==> src/rtl/multicycle_control_unit.sv <==
// Multicycle MIPS controller: steps each instruction through fetch, decode,
// execute, memory and writeback, driving the shared ALU/memory datapath strobes.
module multicycle_control_unit #(
  parameter bit MEM_WAIT = 1'b1,
  parameter bit EXT_OPS  = 1'b1
) (
  input  logic       clk,
  input  logic       reset,
  input  logic [5:0] op,
  input  logic [5:0] funct,
  input  logic       zero,
  input  logic       mem_ready,
  output logic       pc_en,
  output logic       IRWrite,
  output logic       IorD,
  output logic       MemWrite,
  output logic       RegWrite,
  output logic       RegDst,
  output logic       MemtoReg,
  output logic       alu_src_a,
  output logic [1:0] alu_src_b,
  output logic [2:0] alu_control,
  output logic       imm_zext,
  output logic [1:0] pc_src,
  output logic       illegal_op,
  output logic [3:0] state
);

  typedef enum logic [3:0] {
    S_FETCH   = 4'd0,
    S_DECODE  = 4'd1,
    S_MEMADR  = 4'd2,
    S_MEMRD   = 4'd3,
    S_MEMWB   = 4'd4,
    S_MEMWR   = 4'd5,
    S_RTYPEEX = 4'd6,
    S_ALUWB   = 4'd7,
    S_BRANCH  = 4'd8,
    S_IMMEX   = 4'd9,
    S_IMMWB   = 4'd10,
    S_JUMP    = 4'd11
  } state_t;

  localparam logic [5:0] OP_RTYPE = 6'b000000;
  localparam logic [5:0] OP_J     = 6'b000010;
  localparam logic [5:0] OP_BEQ   = 6'b000100;
  localparam logic [5:0] OP_BNE   = 6'b000101;
  localparam logic [5:0] OP_ADDI  = 6'b001000;
  localparam logic [5:0] OP_SLTI  = 6'b001010;
  localparam logic [5:0] OP_ANDI  = 6'b001100;
  localparam logic [5:0] OP_ORI   = 6'b001101;
  localparam logic [5:0] OP_LW    = 6'b100011;
  localparam logic [5:0] OP_SW    = 6'b101011;

  localparam logic [5:0] F_ADD = 6'b100000;
  localparam logic [5:0] F_SUB = 6'b100010;
  localparam logic [5:0] F_AND = 6'b100100;
  localparam logic [5:0] F_OR  = 6'b100101;
  localparam logic [5:0] F_SLT = 6'b101010;

  localparam logic [2:0] ALU_ADD = 3'b010;
  localparam logic [2:0] ALU_SUB = 3'b110;
  localparam logic [2:0] ALU_AND = 3'b000;
  localparam logic [2:0] ALU_OR  = 3'b001;
  localparam logic [2:0] ALU_SLT = 3'b111;

  state_t     state_reg, state_next;
  state_t     decode_target;
  logic       decode_legal;
  logic       ready;
  logic [2:0] funct_alu;
  logic       funct_legal;
  logic [2:0] imm_alu;
  logic       imm_logical;

  // Without a wait handshake every memory access completes in one cycle.
  assign ready = MEM_WAIT ? mem_ready : 1'b1;
  assign state = state_reg;

  always_comb begin
    funct_alu   = ALU_ADD;
    funct_legal = 1'b1;
    case (funct)
      F_ADD:   funct_alu = ALU_ADD;
      F_SUB:   funct_alu = ALU_SUB;
      F_AND:   funct_alu = ALU_AND;
      F_OR:    funct_alu = ALU_OR;
      F_SLT:   funct_alu = ALU_SLT;
      default: funct_legal = 1'b0;
    endcase
  end

  always_comb begin
    imm_alu     = ALU_ADD;
    imm_logical = 1'b0;
    case (op)
      OP_ANDI: begin imm_alu = ALU_AND; imm_logical = 1'b1; end
      OP_ORI:  begin imm_alu = ALU_OR;  imm_logical = 1'b1; end
      OP_SLTI: imm_alu = ALU_SLT;
      default: imm_alu = ALU_ADD;
    endcase
  end

  always_comb begin
    decode_target = S_FETCH;
    decode_legal  = 1'b1;
    case (op)
      OP_LW, OP_SW: decode_target = S_MEMADR;
      OP_RTYPE: begin
        if (funct_legal) decode_target = S_RTYPEEX;
        else             decode_legal  = 1'b0;
      end
      OP_BEQ:  decode_target = S_BRANCH;
      OP_BNE: begin
        if (EXT_OPS) decode_target = S_BRANCH;
        else         decode_legal  = 1'b0;
      end
      OP_ADDI: decode_target = S_IMMEX;
      OP_ANDI, OP_ORI, OP_SLTI: begin
        if (EXT_OPS) decode_target = S_IMMEX;
        else         decode_legal  = 1'b0;
      end
      OP_J:    decode_target = S_JUMP;
      default: decode_legal  = 1'b0;
    endcase
  end

  always_comb begin
    state_next = S_FETCH;
    case (state_reg)
      S_FETCH:   state_next = ready ? S_DECODE : S_FETCH;
      S_DECODE:  state_next = decode_target;
      S_MEMADR:  state_next = (op == OP_LW) ? S_MEMRD : S_MEMWR;
      S_MEMRD:   state_next = ready ? S_MEMWB : S_MEMRD;
      S_MEMWR:   state_next = ready ? S_FETCH : S_MEMWR;
      S_RTYPEEX: state_next = S_ALUWB;
      S_IMMEX:   state_next = S_IMMWB;
      default:   state_next = S_FETCH;
    endcase
  end

  always_ff @(posedge clk) begin
    if (reset) state_reg <= S_FETCH;
    else       state_reg <= state_next;
  end

  always_comb begin
    pc_en       = 1'b0;
    IRWrite     = 1'b0;
    IorD        = 1'b0;
    MemWrite    = 1'b0;
    RegWrite    = 1'b0;
    RegDst      = 1'b0;
    MemtoReg    = 1'b0;
    alu_src_a   = 1'b0;
    alu_src_b   = 2'b00;
    alu_control = ALU_ADD;
    imm_zext    = 1'b0;
    pc_src      = 2'b00;
    illegal_op  = 1'b0;
    case (state_reg)
      S_FETCH: begin
        alu_src_b = 2'b01;
        IRWrite   = ready;
        pc_en     = ready;
      end
      S_DECODE: begin
        alu_src_b  = 2'b11;
        illegal_op = ~decode_legal;
      end
      S_MEMADR: begin
        alu_src_a = 1'b1;
        alu_src_b = 2'b10;
      end
      S_MEMRD: IorD = 1'b1;
      S_MEMWB: begin
        MemtoReg = 1'b1;
        RegWrite = 1'b1;
      end
      S_MEMWR: begin
        IorD     = 1'b1;
        MemWrite = 1'b1;
      end
      S_RTYPEEX: begin
        alu_src_a   = 1'b1;
        alu_control = funct_alu;
      end
      S_ALUWB: begin
        RegDst   = 1'b1;
        RegWrite = 1'b1;
      end
      S_BRANCH: begin
        alu_src_a   = 1'b1;
        alu_control = ALU_SUB;
        pc_src      = 2'b01;
        pc_en       = (EXT_OPS && op == OP_BNE) ? ~zero : zero;
      end
      S_IMMEX: begin
        alu_src_a   = 1'b1;
        alu_src_b   = 2'b10;
        alu_control = imm_alu;
        imm_zext    = imm_logical;
      end
      S_IMMWB: RegWrite = 1'b1;
      S_JUMP: begin
        pc_src = 2'b10;
        pc_en  = 1'b1;
      end
      default: pc_en = 1'b0;
    endcase
    // No architectural write may land while reset is held.
    if (reset) begin
      pc_en    = 1'b0;
      IRWrite  = 1'b0;
      MemWrite = 1'b0;
      RegWrite = 1'b0;
    end
  end

endmodule

==> config.mk <==
export PLATFORM = sky130hd
export DESIGN_NAME = multicycle_control_unit
export DESIGN_NICKNAME = d
export VERILOG_FILES = /design/src/rtl/multicycle_control_unit.sv
export SDC_FILE = /design/constraint.sdc
export NUM_CORES = 1
export LEC_CHECK = 0
export CAP_MARGIN = 10
export CORE_AREA = 2 2 58 60
export CTS_CLUSTER_SIZE = 28
export DETAILED_ROUTE_END_ITERATION = 12
export DIE_AREA = 0 0 60 62
export SLEW_MARGIN = 40
export SYNTH_ARGS = -nofsm -noshare
export SYNTH_HDL_FRONTEND = slang
export SYNTH_SLANG_ARGS = --single-unit
==> constraint.sdc <==
create_clock -name clk -period 2.1 [get_ports clk]
set_input_delay 0.315 -clock clk [delete_from_list [all_inputs] [get_ports clk]]
set_output_delay 0.315 -clock clk [all_outputs]
set_load 0.05 [all_outputs]
# Word level (Yosys, flattened, before mapping)
# Cells that the tools add are included.
# classes
n_eq_ne	25
n_mux	31
bitwise_logic	2
n_reduce_logical	12
# ops
cell	n
6-bit == test, second input constant	7
4-bit one-hot mux with 7 select lines	1
6-bit by 4-bit == test with 1-bit output, second input constant	4
4-bit one-hot mux with 5 select lines	1
1-bit two-way mux	18
3-bit one-hot mux with 3 select lines	2
4-bit by 3-bit == test with 1-bit output, second input constant	4
4-bit == test, second input constant	4
6-bit by 3-bit == test with 1-bit output, second input constant	2
3-bit two-way mux	4
3-bit one-hot mux with 4 select lines	1
2-bit OR reduction	5
9-bit OR reduction	1
4-bit by 2-bit == test with 1-bit output, second input constant	2
4-bit OR reduction	2
6-bit by 2-bit == test with 1-bit output, second input constant	1
6-bit zero test	1
2-bit one-hot mux with 3 select lines	1
5-bit OR reduction	1
4-bit by 1-bit == test with 1-bit output, second input constant	1
4-bit zero test	1
2-bit one-hot mux with 2 select lines	1
1-bit one-hot mux with 3 select lines	1
3-bit OR reduction	1
2 further kinds	3
# word_totals
regBits	4
in_bits	16
output_inout_bits	21
elab_cells	71

# Depth between registers and ports, before layout
# logic_depth
ltp_word	7
mapped_depth	5
ltp_nobuf	4

# Least setup slack after synthesis
# OpenSTA, ideal clock, no wires.
# synth_timing
kind	register to output
startpoint	register state_reg[3], in the netlist state[3]
endpoint	output pc_en
arrival_ns	3.079
required_time_ns	1.785
slack_ns	-1.294
stages_incl_launch_ff	6
n_path_buf	1
path_cell_list	dfxtp_1 buf_2 nand2b_1 nor3_1 o21ai_1 a21oi_1
# synth_via
elab_chain_cells	3
word_cells_on_any_way	5
cone_classes	eq/ne: 2; mux: 2; reduce/logical: 1
# synth_lines
item	line_no	text
start, declared	67	state_t state_reg, state_next;
start signal, assigned	144	else state_reg <= state_next;
4-bit == test / 4-bit zero test (equally long branches)	161	case (state_reg)
1-bit one-hot mux with 3 select lines (*)	161	
1-bit two-way mux (*)	212	if (reset) begin
end, declared	13	output logic pc_en,
# Mark *: on every way between the ends. The rest lies on a longest branch, timed or not.

# Worst setup path in the final report
# layout_timing
startpoint	input funct[4]
endpoint	output illegal_op
# layout_via
elab_chain_cells	7
word_cells_on_any_way	11
cone_classes	eq/ne: 5; mux: 4; bitwise: 1; reduce/logical: 1
# layout_lines
item	line_no	text
start, declared	10	input logic [5:0] funct,
6-bit == test	83	case (funct)
5-bit OR reduction (no line) (*)	n/a	
1-bit two-way mux (*)	83	
1-bit two-way mux (*)	110	if (funct_legal) decode_target = S_RTYPEEX;
1-bit one-hot mux with 2 select lines (*)	107	case (op)
1-bit inverter (*)	169	illegal_op = ~decode_legal;
1-bit two-way mux (*)	161	
end, declared	25	output logic illegal_op,
# Marked as above.

==> impl_metrics.env <==
export IMPL_peakVddDrop_v=0.000147
export IMPL_vias=998
export IMPL_synth_edf_count=0
export IMPL_dp_cells=200
export IMPL_seq_area_sq_um=86.3
export IMPL_cts_max_level=1
export IMPL_hold_violations=0
export IMPL_core_area_sq_mm=0.00318
export IMPL_viasPerCell=4.89
export IMPL_worstReg2RegEnd="state[1]"
export IMPL_drt_pass1_iter_count=4
export IMPL_largest_reg_flops=4
export IMPL_min_path_cells=2
export IMPL_ys_types=45
export IMPL_worstSetupPathType="in -> out"
export IMPL_p_per_area_mw_per_mm2=236
export IMPL_p_leak_uw=0.000639
export IMPL_ios=37
export IMPL_start_util_pct=23.7
export IMPL_holdCritStartpoint="state[1]"
export IMPL_setup_worst_path_start_class="input port"
export IMPL_ff2ff_path_depth=4
export IMPL_nets=176
export IMPL_rows=21
export IMPL_dp_hpwl_microns=2020
export IMPL_ys_warn_count=0
export IMPL_chipWidth_microns=60
export IMPL_synth_seq_cells=4
export IMPL_netlist_area_sq_um=752
export IMPL_hold_path_class="reg -> reg"
export IMPL_areaGrowthSynthToFinish_pct=116
export IMPL_crit_chain="clkdlybuf4s50_1 -> buf_4 -> nor4b_4 -> o2111ai_2 -> and3_1 -> buf_12"
export IMPL_cts_tree="done"
export IMPL_clkTransAtPathRegs_ns=0.03
export IMPL_max_stage_delay_ns=0.44
export IMPL_fp_dieArea_sq_mm=0.00372
export IMPL_ant_nets=0
export IMPL_rsz0062_at_grt="false"
export IMPL_cp_end_kind="output port"
export IMPL_synth_avg_cell_area_sq_um=6.90
export IMPL_synth_cells=109
export IMPL_synth_nets=125
export IMPL_power_total_uw=384
export IMPL_drv_slew=0
export IMPL_clockBufferDepth=2
export IMPL_setup_violations=0
export IMPL_ys_flop_type="dfxtp_1"
export IMPL_layout_min_cycle_time_ns=2.02
export IMPL_skew_ns=0.00320
export IMPL_clockRootBuffer="clkbuf_4"
export IMPL_cp_slowest_cell="clkdlybuf4s50_1"
export IMPL_grt_usage_pct=13.7
export IMPL_final_fill_count=317
export IMPL_critPathBufInv=3
export IMPL_rr_startpoint="state[1]"
export IMPL_grt_pass1_vias=959
export IMPL_tightest_slew_ns=0.493
export IMPL_routed_wl_microns=2490
export IMPL_cts_buffers=3
export IMPL_synthArstFlopShare_pct=0
export IMPL_cts_sinks=4
export IMPL_antenna_found_initial=0
export IMPL_crit_family="buffers and inverters"
export IMPL_max_cap_viol_count=0
export IMPL_holdPathEnd="state[2]"
export IMPL_fin_crit_sh_pct=96.4
export IMPL_outcome="finished, final reports clean"
export IMPL_port_buffers=36
export IMPL_wl_per_cell_microns=12.2
export IMPL_hold_ws_ns=0.631
export IMPL_clk_latency_ns=0.23
export IMPL_multi_input_area_sq_um=777
export IMPL_worst_endpoint_required_ns=1.78
export IMPL_grt_pass1_wl_microns=4120
export IMPL_yosysSeqAreaShare_pct=10.6
export IMPL_fp_dieH_microns=62
export IMPL_rrSetupSlack_ns=0.42
export IMPL_gp_congestion=0.821
export IMPL_fin_cells=204
export IMPL_diodes=0
export IMPL_cp_data_arrival_time_ns=1.71
export IMPL_drc=0
export IMPL_drive_above_1_share_pct=44.9
export IMPL_initialDrtViolationCount=23
export IMPL_fmax_ghz=0.494
export IMPL_grt_ovfl_total=0
export IMPL_grt_max_degree=17
export IMPL_max_slew_margin_pct=67.0
export IMPL_cts_hold_buf=0
export IMPL_cp_max_fo=3
-- worst max path at each step --
stage | slack, ns | startpoint | cells after the start | end
detailed placement | -0.16 | op[1] | 5 | state[1]
global placement | -0.07 | op[1] | 5 | state[1]
finish | 0.08 | funct[4] | 6 | illegal_op
global route | 0.0004 | funct[4] | 6 | illegal_op
CTS | 0.006 | op[5] | 7 | illegal_op
floorplan | -0.25 | state[2] | 5 | pc_en
-- report_power, final --
group	leakage, uW	internal (uW)	switching [uW]
Sequential	0.0000343	77.2	4.54
Clock	0.0000138	63.8	30.3
Combinational	0.000591	99.6	108
Total	0.000639	241	143
-- synth_stat cells, drive strengths merged, types with 3 or more instances --
cell / count / area (sq um)
nor2b: 3 / 18.8
buf: 3 / 23.8
nand2: 4 / 15.0
nor2: 11 / 41.3
nor4: 6 / 52.6
nand2b: 7 / 43.8
nor4b: 4 / 50.1
o21ai: 5 / 25.0
inv: 5 / 18.8
nor3: 6 / 30.0
and3: 3 / 18.8
or2: 3 / 18.8
a21oi: 9 / 45.0
clkbuf: 7 / 26.3
dfxtp: 4 / 80.1
-- cell usage in the layout, fill, tap and decap left out, types with 2 or more instances in the layout --
cell | netlist | routed
nor2_1 | 11 | 8
a211oi_2 | 0 | 2
and3_1 | 3 | 3
a21oi_2 | 0 | 3
nor2_2 | 0 | 2
nor4_1 | 5 | 3
dlygate4sd2_1 | 0 | 4
clkbuf_4 | 0 | 3
a21o_1 | 2 | 2
dfxtp_2 | 0 | 2
o21bai_1 | 2 | 2
o21ai_0 | 4 | 4
clkdlybuf4s50_1 | 0 | 12
nor3_2 | 0 | 2
nand2b_1 | 7 | 5
a21oi_1 | 9 | 5
dlymetal6s2s_1 | 0 | 3
mux2i_1 | 2 | 2
nor4b_4 | 1 | 3
nor3_4 | 0 | 4
buf_4 | 1 | 21
buf_12 | 0 | 15
nand2_1 | 4 | 4
a31oi_1 | 2 | 2
nor4_4 | 1 | 2
inv_1 | 5 | 5
nor2b_1 | 3 | 3
-- layer usage --
layer  global-route usage, %  up-vias  share of wire [%]
met5                       0        -                  0
li1                        -      510                  -
met3                    1.24        0                2.9
met1                    17.2      468                 45
met4                    1.59        0                  0
met2                    26.2       20                 52
-- layout make-up --
type	count	area share (%)
Clock buffer	3	1.39
Timing Repair Buffer	56	40.8
Sequential cell	4	5.32
Inverter	5	1.16
Multi-Input combinational cell	90	47.8
Tap cell	46	3.54
-- worst reg2reg max path, delay by kind of cell (launching register included) --
family	cells	cell delay, ns
DFF	1	0.45
and+or+nand+nor	3	0.87
AOI/OAI and AO/OA	1	0.26
-- cell families (layout without fill, tap and decap cells) --
family	after synthesis	in the layout	share of synthesized area [%]
flip-flops	4	4	10.6
AND/OR/NAND/NOR	54	54	45.6
XOR/XNOR	1	1	1.16
buffers and inverters	15	64	9.15
AO/OA/AOI/OAI	33	33	30.8
multiplexers	2	2	2.66
-- stage by stage --
| stage | setup WS, ns | TNS, ns | utilization [%] | cell area (sq um) |
|---|---|---|---|---|
| final | 0.0758 | 0 | 51.1 | 1620 |
| after global routing | 0.000449 | 0 | 51.1 | 1620 |
| after CTS | 0.00621 | 0 | 49.0 | 1560 |
| after detailed placement | -0.155 | -0.528 | 47.3 | 1500 |
| after global placement | -0.0681 | -0.260 | 47.3 | 1500 |
| after floorplan | -0.251 | -0.617 | - | 847 |
-- what timing repair did --
action	in CTS	in global routing
pin swaps	0	4
gates resized for setup	11	15
setup buffers	1	0
endpoints found under the setup margin	5	6
Power figures use the tool's default switching activity.
